[src/rtl/huffman_pkg.sv]
// Shared constants and helpers for the Huffman decoder datapath.
//   DEFAULT_D_W            : default symbol / config bus width
//   NUM_OF_k_BIT_CHARS     : table capacity for code length k (2^k)
//   cnt_width(n)           : width of a fill counter that must hold 0..n
package huffman_pkg;

  localparam int unsigned DEFAULT_D_W = 8;

  localparam int unsigned NUM_OF_2_BIT_CHARS = 4;
  localparam int unsigned NUM_OF_3_BIT_CHARS = 8;
  localparam int unsigned NUM_OF_4_BIT_CHARS = 16;
  localparam int unsigned NUM_OF_5_BIT_CHARS = 32;
  localparam int unsigned NUM_OF_6_BIT_CHARS = 64;
  localparam int unsigned NUM_OF_7_BIT_CHARS = 128;
  localparam int unsigned NUM_OF_8_BIT_CHARS = 256;

  function automatic int unsigned cnt_width(input int unsigned n);
    return $clog2(n + 1);
  endfunction

endpackage

[src/rtl/huffman_cam_entry.sv]
// One (code, symbol) entry of the Huffman code-matching table.
//   clk, rst   : clock, synchronous active-high reset (clears valid)
//   clear      : drop the entry for a new configuration
//   load       : capture code_in/sym_in and mark the entry valid
//   d2check    : bit window compared against the stored code
//   hit        : entry valid and code equals d2check
//   sym        : stored symbol
module huffman_cam_entry #(
  parameter int unsigned C_W = 2,
  parameter int unsigned D_W = 8
) (
  input  logic           clk,
  input  logic           rst,
  input  logic           clear,
  input  logic           load,
  input  logic [C_W-1:0] code_in,
  input  logic [D_W-1:0] sym_in,
  input  logic [C_W-1:0] d2check,
  output logic           hit,
  output logic [D_W-1:0] sym
);

  logic           valid_q;
  logic [C_W-1:0] code_q;
  logic [D_W-1:0] sym_q;

  always_ff @(posedge clk) begin
    if (rst || clear) begin
      valid_q <= 1'b0;
    end else if (load) begin
      valid_q <= 1'b1;
    end
  end

  // Contents need no reset; valid gates every use of them.
  always_ff @(posedge clk) begin
    if (load) begin
      code_q <= code_in;
      sym_q  <= sym_in;
    end
  end

  // valid_q first so an unknown d2check cannot leak through an empty entry.
  assign hit = valid_q && (code_q == d2check);
  assign sym = sym_q;

endmodule

[src/rtl/huffman_group_detect.sv]
// Code-matching table for a single Huffman code length C_W.
//   clk, rst     : clock, synchronous active-high reset (empties the table)
//   d_conf       : symbol of the entry being written
//   h_conf       : right-aligned code, bits [C_W-1:0] used
//   w_conf       : code width of the offered entry; only C_W is accepted
//   en_conf      : config write strobe
//   new_conf     : empty the table (wins over en_conf)
//   d2check      : current C_W-bit bitstream window
//   code_matched : d2check equals a valid stored code
//   data_encoded : symbol of the lowest-index match, 0 if none
module huffman_group_detect
  import huffman_pkg::*;
#(
  parameter int unsigned NUM_OF_CHARS = 4,
  parameter int unsigned D_W          = DEFAULT_D_W,
  parameter int unsigned C_W          = 2
) (
  input  logic           clk,
  input  logic           rst,
  input  logic [D_W-1:0] d_conf,
  input  logic [D_W-1:0] h_conf,
  input  logic [D_W-1:0] w_conf,
  input  logic           en_conf,
  input  logic           new_conf,
  input  logic [C_W-1:0] d2check,
  output logic           code_matched,
  output logic [D_W-1:0] data_encoded
);

  localparam int unsigned CntW = cnt_width(NUM_OF_CHARS);

  logic [CntW-1:0]     cnt_q;
  logic                write_ok;
  logic [NUM_OF_CHARS-1:0] hit;
  logic [D_W-1:0]      sym_arr [NUM_OF_CHARS];

  // Writes for other code lengths belong to sibling instances; a full table drops writes.
  assign write_ok = en_conf && !new_conf && (w_conf == D_W'(C_W)) &&
                    (cnt_q < CntW'(NUM_OF_CHARS));

  always_ff @(posedge clk) begin
    if (rst || new_conf) begin
      cnt_q <= '0;
    end else if (write_ok) begin
      cnt_q <= cnt_q + 1'b1;
    end
  end

  for (genvar i = 0; i < NUM_OF_CHARS; i++) begin : g_entry
    huffman_cam_entry #(
      .C_W (C_W),
      .D_W (D_W)
    ) u_entry (
      .clk     (clk),
      .rst     (rst),
      .clear   (new_conf),
      .load    (write_ok && (cnt_q == CntW'(i))),
      .code_in (h_conf[C_W-1:0]),
      .sym_in  (d_conf),
      .d2check (d2check),
      .hit     (hit[i]),
      .sym     (sym_arr[i])
    );
  end

  if (C_W < D_W) begin : g_unused
    logic unused_h_conf;
    assign unused_h_conf = ^h_conf[D_W-1:C_W];
  end

  // Scan from the top so the lowest-index hit is the last assignment and wins.
  always_comb begin
    code_matched = |hit;
    data_encoded = '0;
    for (int i = NUM_OF_CHARS - 1; i >= 0; i--) begin
      if (hit[i]) begin
        data_encoded = sym_arr[i];
      end
    end
  end

endmodule

[config.mk]
export PLATFORM = sky130hd
export DESIGN_NAME = huffman_group_detect
export DESIGN_NICKNAME = d
export VERILOG_FILES = /design/src/rtl/huffman_pkg.sv /design/src/rtl/huffman_cam_entry.sv /design/src/rtl/huffman_group_detect.sv
export SDC_FILE = /design/constraint.sdc
export NUM_CORES = 1
export LEC_CHECK = 0
export BUFFER_PORTS_ARGS = -buffer_cell sky130_fd_sc_hd__buf_4
export CORE_MARGIN = 2
export CORE_UTILIZATION = 30
export CTS_BUF_LIST = sky130_fd_sc_hd__clkbuf_16
export CTS_CLUSTER_DIAMETER = 60
export CTS_CLUSTER_SIZE = 12
export DETAILED_ROUTE_END_ITERATION = 10
export HOLD_SLACK_MARGIN = 0.1
export PLACE_DENSITY = 0.56
export RECOVER_POWER = 25
export SETUP_SLACK_MARGIN = 0.3
export SLEW_MARGIN = 40
export SYNTH_ARGS = -nofsm -noshare
export SYNTH_HDL_FRONTEND = slang
export SYNTH_SLANG_ARGS = --single-unit
[constraint.sdc]
create_clock -name clk -period 2.1 [get_ports clk]
set_input_delay 0.21 -clock clk [delete_from_list [all_inputs] [get_ports clk]]
set_output_delay 0.21 -clock clk [all_outputs]
set_load 0.1 [all_outputs]
### Yosys cells after proc, flatten, opt, wreduce, memory -nomap -nowiden

Cells that the tools add are included.

| storage, ports and cells | value |
|---|---|
| word-level logic and storage cells | 42 |
| input bits | 30 |
| flip-flop bits (word level) | 47 |
| output and inout bits | 9 |

| operators by class | value |
|---|---|
| multiplexer cells | 4 |
| add/sub/neg operators | 1 |
| order comparisons | 1 |
| equal/unequal tests | 8 |
| reductions and logical operators | 15 |

Operator list:

| kind | number |
|---|---|
| 2-to-1 mux 8 bit | 4 |
| logical AND 1 bit | 11 |
| == test 2 bit | 4 |
| == test 8 x 2 -> 1 bit (second input constant) | 1 |
| == test 3 x 2 -> 1 bit (second input constant) | 2 |
| OR reduction 4 bit | 1 |
| adder 3 x 1 -> 3 bit (second input constant) | 1 |
| == test 3 x 1 -> 1 bit (second input constant) | 1 |
| logical NOT 3 bit | 1 |
| < comparator 3 bit (second input constant) | 1 |
| logical NOT 1 bit | 1 |
| logical OR 1 bit | 1 |

### Logic depth before layout (Yosys ltp)

Gate-level depths: netlist of the first run.

| depth | value |
|---|---|
| word-level depth | 6 |
| gate-level depth with buffers | 6 |
| mapped depth without buffers | 4 |

### Cells and area by module

A second synthesis of the first run with hierarchy kept.

| unflattened totals | value |
|---|---|
| cells, all modules | 135 |
| area, all modules | 1921.8 µm² |

Modules (own cells, without submodules):

| module | area an instance (µm²) | instances | cells an instance | sequential area each (µm²) |
|---|---|---|---|---|
| huffman_cam_entry | 352.8 | 4 | 16 | 320.3 |
| huffman_group_detect | 510.5 | 1 | 71 | 60.1 |

### Least setup slack after synthesis of the first run

No wires, ideal clock.

| timing | value |
|---|---|
| path type | register to output |
| start point | register g_entry[2].u_entry.code_q[1] |
| end point | output data_encoded[6] |
| slack | -1.468 ns |
| required time | 1.890 ns |
| buffers on the path | 1 |
| arrival | 3.358 ns |
| stages on the path, launching flop included | 6 |
| cells stage by stage | edfxtp_1 > xor2_2 > or3b_1 > buf_6 > a311oi_1 > o31ai_1 |

| on the way | value |
|---|---|
| cells in the longest elaborated chain, start to end | 5 |

RTL lines:

| what | line | text |
|---|---|---|
| start: declaration | huffman_cam_entry.sv:24 | `logic [C_W-1:0] code_q;` |
| start signal: assignment | huffman_cam_entry.sv:38 | `code_q <= code_in;` |
| == test 2 bit | huffman_cam_entry.sv:44 | `assign hit = valid_q && (code_q == d2check);` |
| logical AND 1 bit | huffman_cam_entry.sv:44 |  |
| 2-to-1 mux 8 bit (3 in a row) | huffman_group_detect.sv:76 | `if (hit[i]) begin` |
| end: declaration | huffman_group_detect.sv:27 | `output logic [D_W-1:0] data_encoded` |

Every way passes these cells.

### Final worst setup path of the first run

| timing | value |
|---|---|
| start point | register g_entry[2].u_entry.code_q[0] |
| end point | output data_encoded[6] |

Same word-level chain as after synthesis.

==> results.txt, run 1 <==
----------------------------------------------------
[Outcome]
  Outcome ... finished, violations left
  Violated checks ... negative setup slack

[Synth]
  Mean area per synthesized cell ... 13.3 um2
  Sequential cell area fraction in the yosys report ... 67.9%
  Number of synthesis warnings ... 0
  Yosys top cell area share ... 60.8%
  Netlist area before placement ... 1980 um2
  Cell types occupying the most area after synthesis ... sky130_fd_sc_hd__edfxtp_1 61%, sky130_fd_sc_hd__dfxtp_1 7.1%, sky130_fd_sc_hd__a311oi_1 3.5%
  Dominant cell type by area after synthesis ... sky130_fd_sc_hd__edfxtp_1
  Distinct cell type count after synthesis ... 25
  Flops & latches, synth ... 47
  Count of mapped cells out of synthesis ... 149
  Synthesized net count ... 184

[Critical path]
  Timing startpoint of the critical path ... g_entry[2].u_entry.code_q[0]
  Startpoint type of the worst setup path ... flop
  Slowest Stage Delay on Critical Path ... 0.47 ns
  Cells traversed along the worst timing path ... xor2_2 > or3b_4 > buf_6 > a311oi_4 > o31ai_4 > buf_12
  CP Max Fanout ... 8
  R2R cell count ... 4
  Req. time, crit path ... 1.89 ns
  Worst reg-to-reg setup slack ... 0.45 ns
  Reg2Reg Launch Point ... cnt_q[2]
  Capture point of the worst reg-to-reg path ... g_entry[0].u_entry.sym[2]
  Category of the critical setup timing path ... reg -> out
  Sort of element at the end of the critical path ... output pin
  Slowest stage cell on the critical path ... sky130_fd_sc_hd__or3b_4
  Last element of the critical path ... data_encoded[6]
  Arrival time at the worst endpoint ... 2.07 ns

[CTS]
  Clock input transition at the sequential cells of the worst setup and hold paths ... 0.06 ns
  TritonCTS Buffers ... 5
  Worst-Skew Late Latency ... 0.28 ns
  CTS tree ... done
  Count of clock tree sinks ... 47
  Post-CTS Repair Setup Buffers ... 0
  CTS Root Cell ... sky130_fd_sc_hd__clkbuf_16
  CTS max path bufs ... 2
  Number of buffers inserted for hold repair after clock tree synthesis ... 0
  CTS H-tree lvls ... 2

[Timing]
  Worst Hold Slack ... 0.133 ns
  RSZ-0062 raised after global routing ... yes
  Period utilisation layout ... 108%
  Achievable clock frequency ... 439 MHz
  Rel. slew slack ... 73.9%
  Final setup vio count ... 8
  Final Hold Violating Endpoints ... 0
  Count of final max-slew check failures ... 0
  Transition time at the pin with the least slew margin ... 0.391 ns
  Worst clock skew ... 0.00427 ns
  Fin worst setup slack ... -0.176 ns
  Minimum clock period ... 2.28 ns

[Cells and area]
  Most common cell after layout, fill and taps aside ... sky130_fd_sc_hd__edfxtp_1
  NumNets Final ... 240
  Post-synthesis to final-layout area growth ... 46.2%
  Layout fillers ... 572
  Fraction of final layout cells sized beyond drive strength 1 ... 38.3%
  Fin area ... 2890 um2
  Number of diodes added for antenna fixing ... 0
  Number of non-filler instances in the completed layout ... 283
  Leading cell types in the layout, fill and taps excluded ... 40 x sky130_fd_sc_hd__edfxtp_1, 39 x sky130_fd_sc_hd__buf_4, 16 x sky130_fd_sc_hd__nand2_1, 15 x sky130_fd_sc_hd__nor2_1, 10 x sky130_fd_sc_hd__buf_12

[Routing]
  Iteration-0 DRC Markers ... 41
  DR vias/cell ... 4.81
  Post-DR wirelength/cell ... 15.0 um
  Via count ... 1360
  DRC Markers ... 0
  Post-route ant nets ... 0
  Final WL ... 4.24 mm
  Number of iterations in the first detailed-routing pass ... 4

[Floorplan]
  Number of rows in the core area ... 29
  Die area ... 7250 um2
  Top-level I/O count ... 39
  Effective utilization at floorplan ... 31.1%
  Core Box Area ... 6350 um2
  Die Width ... 85.2 um
  DIE HEIGHT ... 85.2 um

[Place]
  Routability cong. ... 0.754
  Worst-case setup slack after placement ... -0.0176 ns
  DP Area ... 2620 um2
  Placed Instances ... 275
  Hpwl dp ... 2.98 mm
  Port Buf Inserts ... 32

[GRT]
  Total overflow reported by the global router ... 0
  First-pass GRT wire length ... 6.91 mm
  Vias in the first global route ... 1393
  Met3 usage in global routing ... 3.70%
  Largest net degree at the start of global routing ... 18
  GR Layer Usage met2 ... 21.5%
  Global routing met1 resource utilization ... 15.4%
  Top Usage Layer GRT ... met2
  Antenna violations before repair ... 0
  Overall fraction of global-route tracks in use ... 12.7%

[Job]
  Max Cap Viol ... 0

[Power and ir drop]
  Total power divided by cell area ... 628 nW/um2
  IR drop worst, VDD ... 378 uV
  Leakage power ... 1.03 nW
  Power consumption ... 1.81 mW

[Min path]
  Hold Crit Class ... in -> reg

----------------------------------------------------
routing by layer:
| metal | wire length [um] | up-vias |
|---|---|---|
| li1 | - | 661 |
| met1 | 1820 | 662 |
| met2 | 2160 | 32 |
| met3 | 197 | 5 |
| met4 | 57 | 0 |
| met5 | 0 | - |
cells in the mapped netlist:
cell type / n
sky130_fd_sc_hd__a311oi_1: 8
sky130_fd_sc_hd__edfxtp_1: 40
sky130_fd_sc_hd__buf_6: 1
sky130_fd_sc_hd__a21oi_1: 5
sky130_fd_sc_hd__nand3_1: 2
sky130_fd_sc_hd__mux2i_1: 1
sky130_fd_sc_hd__and2_1: 4
sky130_fd_sc_hd__or2_2: 1
sky130_fd_sc_hd__xor2_2: 2
sky130_fd_sc_hd__nand2b_1: 1
sky130_fd_sc_hd__nor4_1: 1
sky130_fd_sc_hd__clkbuf_1: 5
sky130_fd_sc_hd__or3b_1: 1
sky130_fd_sc_hd__dfxtp_1: 7
sky130_fd_sc_hd__clkbuf_2: 1
sky130_fd_sc_hd__xnor2_1: 7
sky130_fd_sc_hd__and3_1: 4
sky130_fd_sc_hd__ha_1: 5
sky130_fd_sc_hd__nor3_1: 9
sky130_fd_sc_hd__buf_4: 1
sky130_fd_sc_hd__nor2_1: 15
sky130_fd_sc_hd__nor4bb_1: 1
sky130_fd_sc_hd__inv_1: 3
sky130_fd_sc_hd__nand2_1: 16
sky130_fd_sc_hd__o31ai_1: 8
sequential cells by signal (all words and copies together) (netlist names):
register and cells:
g_entry.u_entry.sym 32, g_entry.u_entry.valid_q 4, cnt_q 3, g_entry.u_entry.code_q 8
final cells by class:
class                           count  area [um2]  share of cell area [%]
Clock buffer                        5         125                    4.33
Clock inverter                      3        12.5                   0.433
Inverter                            3        11.3                   0.390
Multi-Input combinational cell     91         764                    26.5
Sequential cell                    47        1340                    46.4
Tap cell                           77        96.3                    3.33
Timing Repair Buffer               57         538                    18.6
what timing repair did:
item	in CTS	in global routing
endpoints found under the setup margin	9	9
pin swaps	2	3
gates resized for setup	32	3
through the flow:
step / utilization [%] / setup TNS [ns]
floorplan: - / -0.718
global placement: 41.2 / -0.0301
detailed placement: 41.2 / -0.0410
CTS: 45.6 / -1.11
global route: 45.5 / -1.50
finish: 45.5 / -0.951
logic make-up (layout without fill, tap and decap cells):
family | after synthesis | after routing | synth area share [%]
XOR/XNOR | 9 | 9 | 4.75
AO/OA/AOI/OAI | 21 | 21 | 7.85
AND/OR/NAND/NOR | 55 | 55 | 13.1
flip-flops | 47 | 47 | 67.9
buffers and inverters | 11 | 68 | 2.72
multiplexers | 1 | 1 | 0.507
adder cells (fa/ha/maj) | 5 | 5 | 3.17
worst max-delay path, delay by kind of cell, from the launching register on:
kind	cells	cell delay [ns]
AO/OA/AOI/OAI	2	0.37
XOR/XNOR	1	0.19
buffers and inverters	2	0.34
flip-flops	1	0.41
AND/OR/NAND/NOR	1	0.47
how the worst min path moves through the flow:
| stage | from | to | slack, ns | cells after the start |
|---|---|---|---|---|
| 3_3_place_gp | d_conf[4] | g_entry[0].u_entry.sym[4] | 0.42 | 1 |
| 5_1_grt | h_conf[1] | g_entry[0].u_entry.code_q[1] | 0.13 | 1 |
| 3_5_place_dp | d_conf[1] | g_entry[1].u_entry.sym[1] | 0.42 | 1 |
| 6_report | d_conf[0] | g_entry[1].u_entry.sym[0] | 0.13 | 1 |
| 4_1_cts | d_conf[4] | g_entry[1].u_entry.sym[4] | 0.12 | 1 |
| 2_1_floorplan | h_conf[0] | g_entry[0].u_entry.code_q[0] | 0.31 | 0 |
power breakdown:
group,internal [mW],total [mW],switching [mW]
sequential,1.01,1.01,0.0000457
clock,0.430,0.741,0.311
combinational,0.0335,0.0627,0.0292
Note: power is estimated with default switching activity, not from simulation.
==> inputs of run 2 (changes only) <==
- SKIP_CTS_REPAIR_TIMING: not set -> 1
==> run 2 against run 1 <==
Net effect: via count down 0.22%; setup slack lost 0.0078 ns; utilization rose by 0.18 points; non-clock buffer count is 1 higher; sequential cell count unchanged; die area is the same; sequential power about the same; fmax fell by 0.34%; count of clock-buffer cells in the layout unchanged; the run still ends with negative setup slack left; critical endpoint is now data_encoded[5].
==> results.txt, run 2 (synthesis gave the netlist of run 1 again) <==
----------------------------------------------------
[Outcome]
  Outcome ... finished, violations left
  Violated checks ... negative setup slack

[Cells and area]
  Leading cell types in the layout, fill and taps excluded ... 40 x sky130_fd_sc_hd__edfxtp_1, 40 x sky130_fd_sc_hd__buf_4, 16 x sky130_fd_sc_hd__nand2_1, 15 x sky130_fd_sc_hd__nor2_1, 11 x sky130_fd_sc_hd__buf_12
  Post-synthesis to final-layout area growth ... 46.8%
  Number of diodes added for antenna fixing ... 0 (unchanged)
  Flip-flop count of the largest register, all copies and words added ... 32 (unchanged)
  Fraction of final layout cells sized beyond drive strength 1 ... 38.2% (-0.19 points)
  Fin area ... 2900 um2 (+0.39%)
  Final design utilization ... 45.7% (+0.18 points)
  Number of non-filler instances in the completed layout ... 284 (+0.35%)
  NumNets Final ... 241 (+0.42%)

[CTS]
  Count of clock tree sinks ... 47 (unchanged)
  CTS max path bufs ... 2 (unchanged)
  Clock input transition at the sequential cells of the worst setup and hold paths ... 0.06 ns (about the same)
  TritonCTS Buffers ... 5 (unchanged)
  Worst-Skew Late Latency ... 0.28 ns (about the same)
  CTS tree ... done
  CTS H-tree lvls ... 2 (unchanged)
  CTS Root Cell ... sky130_fd_sc_hd__clkbuf_16

[Floorplan]
  Die area ... 7250 um2 (unchanged)
  Top-level I/O count ... 39 (unchanged)
  DIE HEIGHT ... 85.2 um (unchanged)
  Number of rows in the core area ... 29 (unchanged)
  Core Box Area ... 6350 um2 (unchanged)
  Effective utilization at floorplan ... 31.1% (unchanged)
  Die Width ... 85.2 um (unchanged)

[GRT]
  Overall fraction of global-route tracks in use ... 12.4% (-0.37 points)
  Largest net degree at the start of global routing ... 18 (unchanged)
  Total overflow reported by the global router ... 0 (unchanged)
  Vias in the first global route ... 1376 (-1.2%)
  First-pass GRT wire length ... 6.71 mm (-2.9%)
  Antenna violations before repair ... 0 (unchanged)

[Routing]
  Post-route ant nets ... 0 (unchanged)
  Via count ... 1357 (-0.22%)
  DRC Markers ... 0 (unchanged)
  Iteration-0 DRC Markers ... 27 (-34%)
  DR vias/cell ... 4.78 (-0.57%)
  Final WL ... 4.18 mm (-1.3%)
  Post-DR wirelength/cell ... 14.7 um (-1.6%)
  Number of iterations in the first detailed-routing pass ... 4 (unchanged)

[Place]
  Hpwl dp ... 2.98 mm (unchanged)
  Routability cong. ... 0.754 (unchanged)
  Placed Instances ... 275 (unchanged)
  Port Buf Inserts ... 32 (unchanged)
  DP Area ... 2620 um2 (unchanged)

[Job]
  Max Cap Viol ... 0 (unchanged)

[Critical path]
  Req. time, crit path ... 1.89 ns (about the same)
  Cells traversed along the worst timing path ... xor2_2 > or3b_4 > buf_12 > a311oi_2 > buf_4 > o31ai_4 > buf_12
  Slowest stage cell on the critical path ... sky130_fd_sc_hd__or3b_4
  Most frequent CP cell ... sky130_fd_sc_hd__buf_12
  Slowest Stage Delay on Critical Path ... 0.43 ns (-0.04 ns)
  Arrival time at the worst endpoint ... 2.07 ns (about the same)
  Startpoint type of the worst setup path ... flop
  Category of the critical setup timing path ... reg -> out
  Sort of element at the end of the critical path ... output pin
  Bufs and invs on worst path ... 3 (+1)
  CP Max Fanout ... 6 (-2)
  Crit path max-delay family ... buffers and inverters

[Timing]
  Total negative slack ... -1.06 ns (-0.113 ns)
  Fin worst setup slack ... -0.184 ns (-0.00784 ns)
  Transition time at the pin with the least slew margin ... 0.391 ns (-0.0000327 ns)
  Period utilisation layout ... 109% (+0.37 points)
  Final Hold Violating Endpoints ... 0 (unchanged)
  Count of final max-slew check failures ... 0 (unchanged)
  Achievable clock frequency ... 438 MHz (-0.34%)
  Final setup vio count ... 8 (unchanged)
  RSZ-0062 raised after global routing ... yes
  Worst clock skew ... 0.00392 ns (-0.000352 ns)
  Minimum clock period ... 2.28 ns (+0.00784 ns)
  Worst Hold Slack ... 0.133 ns (+0.000648 ns)
  Rel. slew slack ... 73.9% (about the same)

[Min path]
  Hold Crit Class ... in -> reg

[Power and ir drop]
  IR drop worst, VDD ... 375 uV (-0.64%)
  Total power divided by cell area ... 624 nW/um2 (-0.58%)
  Leakage power ... 1.04 nW (+0.92%)

----------------------------------------------------
## run 2: worst paths after layout
check | startpoint | end | slack (ns) | cells past startpoint
max reg2reg | cnt_q[2] | g_entry[1].u_entry.sym[2] | 0.45 | 4
min | d_conf[0] | g_entry[1].u_entry.sym[0] | 0.13 | 1
min reg2reg | g_entry[0].u_entry.valid_q | g_entry[0].u_entry.valid_q | 0.48 | 2
max | g_entry[2].u_entry.code_q[0] | data_encoded[5] | -0.18 | 7
## run 2: metal layers
metal | track usage [%] | vias up | share of wire (%)
met1 | 15.1 | 655 | 43
met5 | 0 | - | 0
met2 | 20.1 | 33 | 51
met4 | 5.48 | 0 | 1.4
met3 | 3.89 | 5 | 4.9
li1 | - | 664 | -
## run 2: power breakdown
group          switching, mW  internal (mW)  total (mW)
registers          0.0000457           1.01        1.01
logic                 0.0285         0.0336      0.0621
clock network          0.308          0.430       0.738
## run 2: area by class of cell
class	instances	area (um2)
fillers	564	3450
flip-flops and latches	47	1340
multi-input cells	91	759
repair buffers	58	554
clock buffers	5	125
well taps	77	96.3
clock inverters	3	12.5
inverters	3	11.3
## run 2: through the flow
stage | setup WS [ns] | power (mW)
floorplan | -0.110 | 1.05
global route | -0.251 | 1.88
detailed placement | -0.0176 | 1.10
finish | -0.184 | 1.81
CTS | -0.333 | 1.84
global placement | -0.0181 | 1.10
==> inputs of run 3 (changes only) <==
- SYNTH_HIERARCHICAL: not set -> 1
==> run 3 against run 2 <==
Net effect: the run now ends clean; final area is 6.9% lower; combinational power is 15% lower; total power is 0.16% lower; sequential power hardly changed; critical endpoint is now data_encoded[7]; highest routed layer unchanged.
==> results.txt, run 3 <==
----------------------------------------------------
[Power and ir drop]
  Total power divided by cell area ... 669 nW/um2 (+7.2%)
  Net switching power figure ... 334 uW (-0.74%)
  IR drop worst, VDD ... 290 uV (-23%)
  Cell-internal power ... 1.47 mW (about the same)
  Fraction of power consumed by sequential logic ... 55.9% (about the same)
  Combinational share of power ... 2.9% (-0.5 points)
  Clk network pwr share ... 41.2% (+0.4 points)
  Net switching share of the total power ... 18.5% (-0.11 points)
  Leakage power ... 0.946 nW (-9.1%)
  Power consumption ... 1.81 mW (-0.16%)

[Synth]
  Share of cell area taken by muxes after synthesis ... 1.04% (+0.54 points)
  Combinational family with the most area after synthesis ... simple AND/OR/NAND/NOR gates
  Synthesized net count ... 170 (-7.6%)
  Distinct cell type count after synthesis ... 25 (unchanged)
  Area fraction in and, or, nand and nor cells after synthesis ... 11.7% (-1.5 points)
  Mean area per synthesized cell ... 14.2 um2 (+7.4%)
  Dominant cell type by area after synthesis ... sky130_fd_sc_hd__edfxtp_1
  Most common cell in the synthesized netlist ... sky130_fd_sc_hd__edfxtp_1
  Netlist area before placement ... 1920 um2 (-2.7%)
  Yosys top cell area share ... 62.5% (+1.7 points)
  Most numerous cell types in the synthesized netlist ... 40 x sky130_fd_sc_hd__edfxtp_1, 12 x sky130_fd_sc_hd__nand2_1, 8 x sky130_fd_sc_hd__xnor2_1, 7 x sky130_fd_sc_hd__dfxtp_1
  Xor and xnor area share after synthesis ... 3.65% (-1.1 points)
  Adder-Cell Fraction of Synth Area ... 3.26% (+0.089 points)
  Post-synth EDFFs ... 40 (unchanged)
  Number of synthesis warnings ... 6 (+6)
  Share of flip-flops with an asynchronous set or reset ... 0% (unchanged)
  Top FF cell, synth ... sky130_fd_sc_hd__edfxtp_1
  Cell types occupying the most area after synthesis ... sky130_fd_sc_hd__edfxtp_1 63%, sky130_fd_sc_hd__dfxtp_1 7.3%, sky130_fd_sc_hd__xnor2_1 3.6%
  Compound-Gate Fraction of Synth Area ... 8.07% (+0.22 points)
  Flops & latches, synth ... 47 (unchanged)
  Count of mapped cells out of synthesis ... 135 (-9.4%)
  Sequential cell area fraction in the yosys report ... 69.8% (+1.9 points)

[Critical path]
  Cells traversed along the worst timing path ... xnor2_1 > and3_1 > and2b_4 > a221oi_2 > o31ai_4 > buf_12
  Startpoint type of the worst setup path ... flop
  Req. time, crit path ... 1.89 ns (about the same)
  Arrival time at the worst endpoint ... 1.88 ns (-0.19 ns)
  CP Max Fanout ... 6 (unchanged)
  Slowest Stage Delay on Critical Path ... 0.38 ns (-0.05 ns)
  R2R cell count ... 3 (-1)
  Category of the critical setup timing path ... reg -> out
  Sort of element at the end of the critical path ... output pin
  Reg2Reg Launch Point ... cnt_q[2]
  Capture point of the worst reg-to-reg path ... g_entry[0].u_entry/code_q[1]
  Slowest stage cell on the critical path ... sky130_fd_sc_hd__edfxtp_1
  Worst reg-to-reg setup slack ... 0.44 ns (about the same)

[GRT]
  Antenna violations before repair ... 0 (unchanged)
  Largest net degree at the start of global routing ... 18 (unchanged)
  Total overflow reported by the global router ... 0 (unchanged)
  First-pass GRT wire length ... 6.38 mm (-5.0%)
  Vias in the first global route ... 1265 (-8.1%)
  Overall fraction of global-route tracks in use ... 11.6% (-0.74 points)

[Timing]
  Transition time at the pin with the least slew margin ... 0.331 ns (-0.0607 ns)
  Final setup vio count ... 0 (-8)
  Period utilisation layout ... 99.5% (-9.2 points)
  Count of final max-slew check failures ... 0 (unchanged)
  Total negative slack ... 0 ns (+1.06 ns)
  Rel. slew slack ... 78.0% (+4.0 points)
  RSZ-0062 raised after global routing ... yes
  Achievable clock frequency ... 479 MHz (+9.3%)
  Minimum clock period ... 2.09 ns (-0.194 ns)
  Final Hold Violating Endpoints ... 0 (unchanged)
  Worst clock skew ... 0.00343 ns (-0.000488 ns)
  Fin worst setup slack ... 0.0102 ns (+0.194 ns)
  Worst Hold Slack ... 0.130 ns (-0.00335 ns)

[Floorplan]
  Effective utilization at floorplan ... 30.6% (-0.50 points)
  Die area ... 7060 um2 (-2.6%)
  Top-level I/O count ... 39 (unchanged)
  Number of rows in the core area ... 29 (unchanged)
  Die Width ... 84.0 um (-1.3%)
  DIE HEIGHT ... 84.0 um (-1.3%)
  Core Box Area ... 6280 um2 (-1.1%)

[CTS]
  CTS Root Cell ... sky130_fd_sc_hd__clkbuf_16
  CTS tree ... done
  Clock input transition at the sequential cells of the worst setup and hold paths ... 0.06 ns (about the same)
  Count of clock tree sinks ... 47 (unchanged)
  TritonCTS Buffers ... 5 (unchanged)
  CTS H-tree lvls ... 2 (unchanged)
  Worst-Skew Late Latency ... 0.28 ns (about the same)
  CTS max path bufs ... 2 (unchanged)

[Outcome]
  Outcome ... completed

[Routing]
  Via count ... 1207 (-11%)
  Post-DR wirelength/cell ... 15.6 um (+6.2%)
  DRC Markers ... 0 (unchanged)
  Post-route ant nets ... 0 (unchanged)
  Number of iterations in the first detailed-routing pass ... 4 (unchanged)
  Final WL ... 4.00 mm (-4.3%)
  DR vias/cell ... 4.71 (-1.3%)
  Iteration-0 DRC Markers ... 69 (+160%)

[Place]
  Hpwl dp ... 2.55 mm (-14%)
  Routability cong. ... 0.738 (-2.2%)
  Worst-case setup slack after placement ... 0.0778 ns (+0.0954 ns)
  Port Buf Inserts ... 32 (unchanged)
  DP Area ... 2390 um2 (-8.5%)

[Cells and area]
  Flip-flop count of the largest register, all copies and words added ... 32 (unchanged)
  Layout fillers ... 576 (+2.1%)
  Fraction of final layout cells sized beyond drive strength 1 ... 36.3% (-1.9 points)
  Post-synthesis to final-layout area growth ... 40.6%
  Number of diodes added for antenna fixing ... 0 (unchanged)
  Most common cell after layout, fill and taps aside ... sky130_fd_sc_hd__edfxtp_1
  Fin area ... 2700 um2 (-6.9%)
  NumNets Final ... 213 (-12%)
  Leading cell types in the layout, fill and taps excluded ... 40 x sky130_fd_sc_hd__edfxtp_1, 22 x sky130_fd_sc_hd__buf_4, 12 x sky130_fd_sc_hd__nand2_1, 8 x sky130_fd_sc_hd__buf_12

[Min path]
  Hold path depth ... 1 (unchanged)
  Worst hold endpoint ... g_entry[1].u_entry/sym[1]
  Hold Crit Class ... in -> reg
  Hold Crit Start ... d_conf[1]

[Job]
  Max Cap Viol ... 0 (unchanged)

----------------------------------------------------
## run 3: changes by cell type in the layout (fill, tap and decap cells not counted), sizes merged, moves of 3 or more
cell / delta
a221oi: +6
nand2: -4
nor2: -10
nor3: -3
a311oi: -8
buf: -19
a22o: +3
nor2b: +6
## run 3: routing by layer
metal  global-route usage [%]  part of all wire [%]  wire, um
met1                     13.7                    42      1700
met2                     20.5                    52      2090
met3                     2.87                   4.0       162
met4                     3.96                   1.4        55
met5                        0                     0         0
## run 3: worst max path at each step
stage	depth (start not counted)	slack, ns	end	startpoint
6_report	6	0.01	data_encoded[7]	g_entry[2].u_entry/code_q[0]
2_1_floorplan	5	-0.01	data_encoded[0]	g_entry[2].u_entry/code_q[0]
4_1_cts	6	-0.22	data_encoded[7]	g_entry[3].u_entry/code_q[1]
3_5_place_dp	6	0.08	data_encoded[7]	g_entry[3].u_entry/code_q[1]
5_1_grt	6	-0.08	data_encoded[7]	g_entry[2].u_entry/code_q[0]
3_3_place_gp	6	0.15	data_encoded[7]	g_entry[3].u_entry/code_q[1]
## run 3: area by class of cell
type / instances / area (um2) / share of cell area, %
clock buffer: 5 / 125 / 4.63
clock inverter: 3 / 16.3 / 0.602
inverter: 5 / 18.8 / 0.695
multi-input combinational: 78 / 689 / 25.5
sequential: 47 / 1340 / 49.7
tap: 77 / 96.3 / 3.57
timing repair buffer: 41 / 414 / 15.3
## run 3: per-stage QoR
| step | instances | util [%] |
|---|---|---|
| after floorplan | 135 | - |
| after global placement | 242 | 38.1 |
| after detailed placement | 242 | 38.1 |
| after CTS | 250 | 40.4 |
| after global routing | 256 | 43.0 |
| final | 256 | 43.0 |
## run 3: kinds of logic after synthesis
logic type      after synthesis
xor+xnor                      8
mux                           2
flops                        47
compound gates               21
buf+inv                      10
simple gates                 42
fa+ha+maj                     5
## run 3: power by group through the flow
stage          registers, mW  clock network [mW]  logic [mW]
4_1_cts                 1.01               0.760      0.0580
2_1_floorplan           1.03                   0     0.00981
3_3_place_gp            1.03                   0      0.0545
5_1_grt                 1.01               0.799      0.0591
3_5_place_dp            1.03                   0      0.0578
6_report                1.01               0.744      0.0529
## run 3: critical path, delay by kind of cell, from the launching register on
family	cells	cell delay, ns
AND/OR/NAND/NOR	2	0.52
buffers and inverters	1	0.21
flip-flops	1	0.38
XOR/XNOR	1	0.13
AO/OA/AOI/OAI	2	0.34
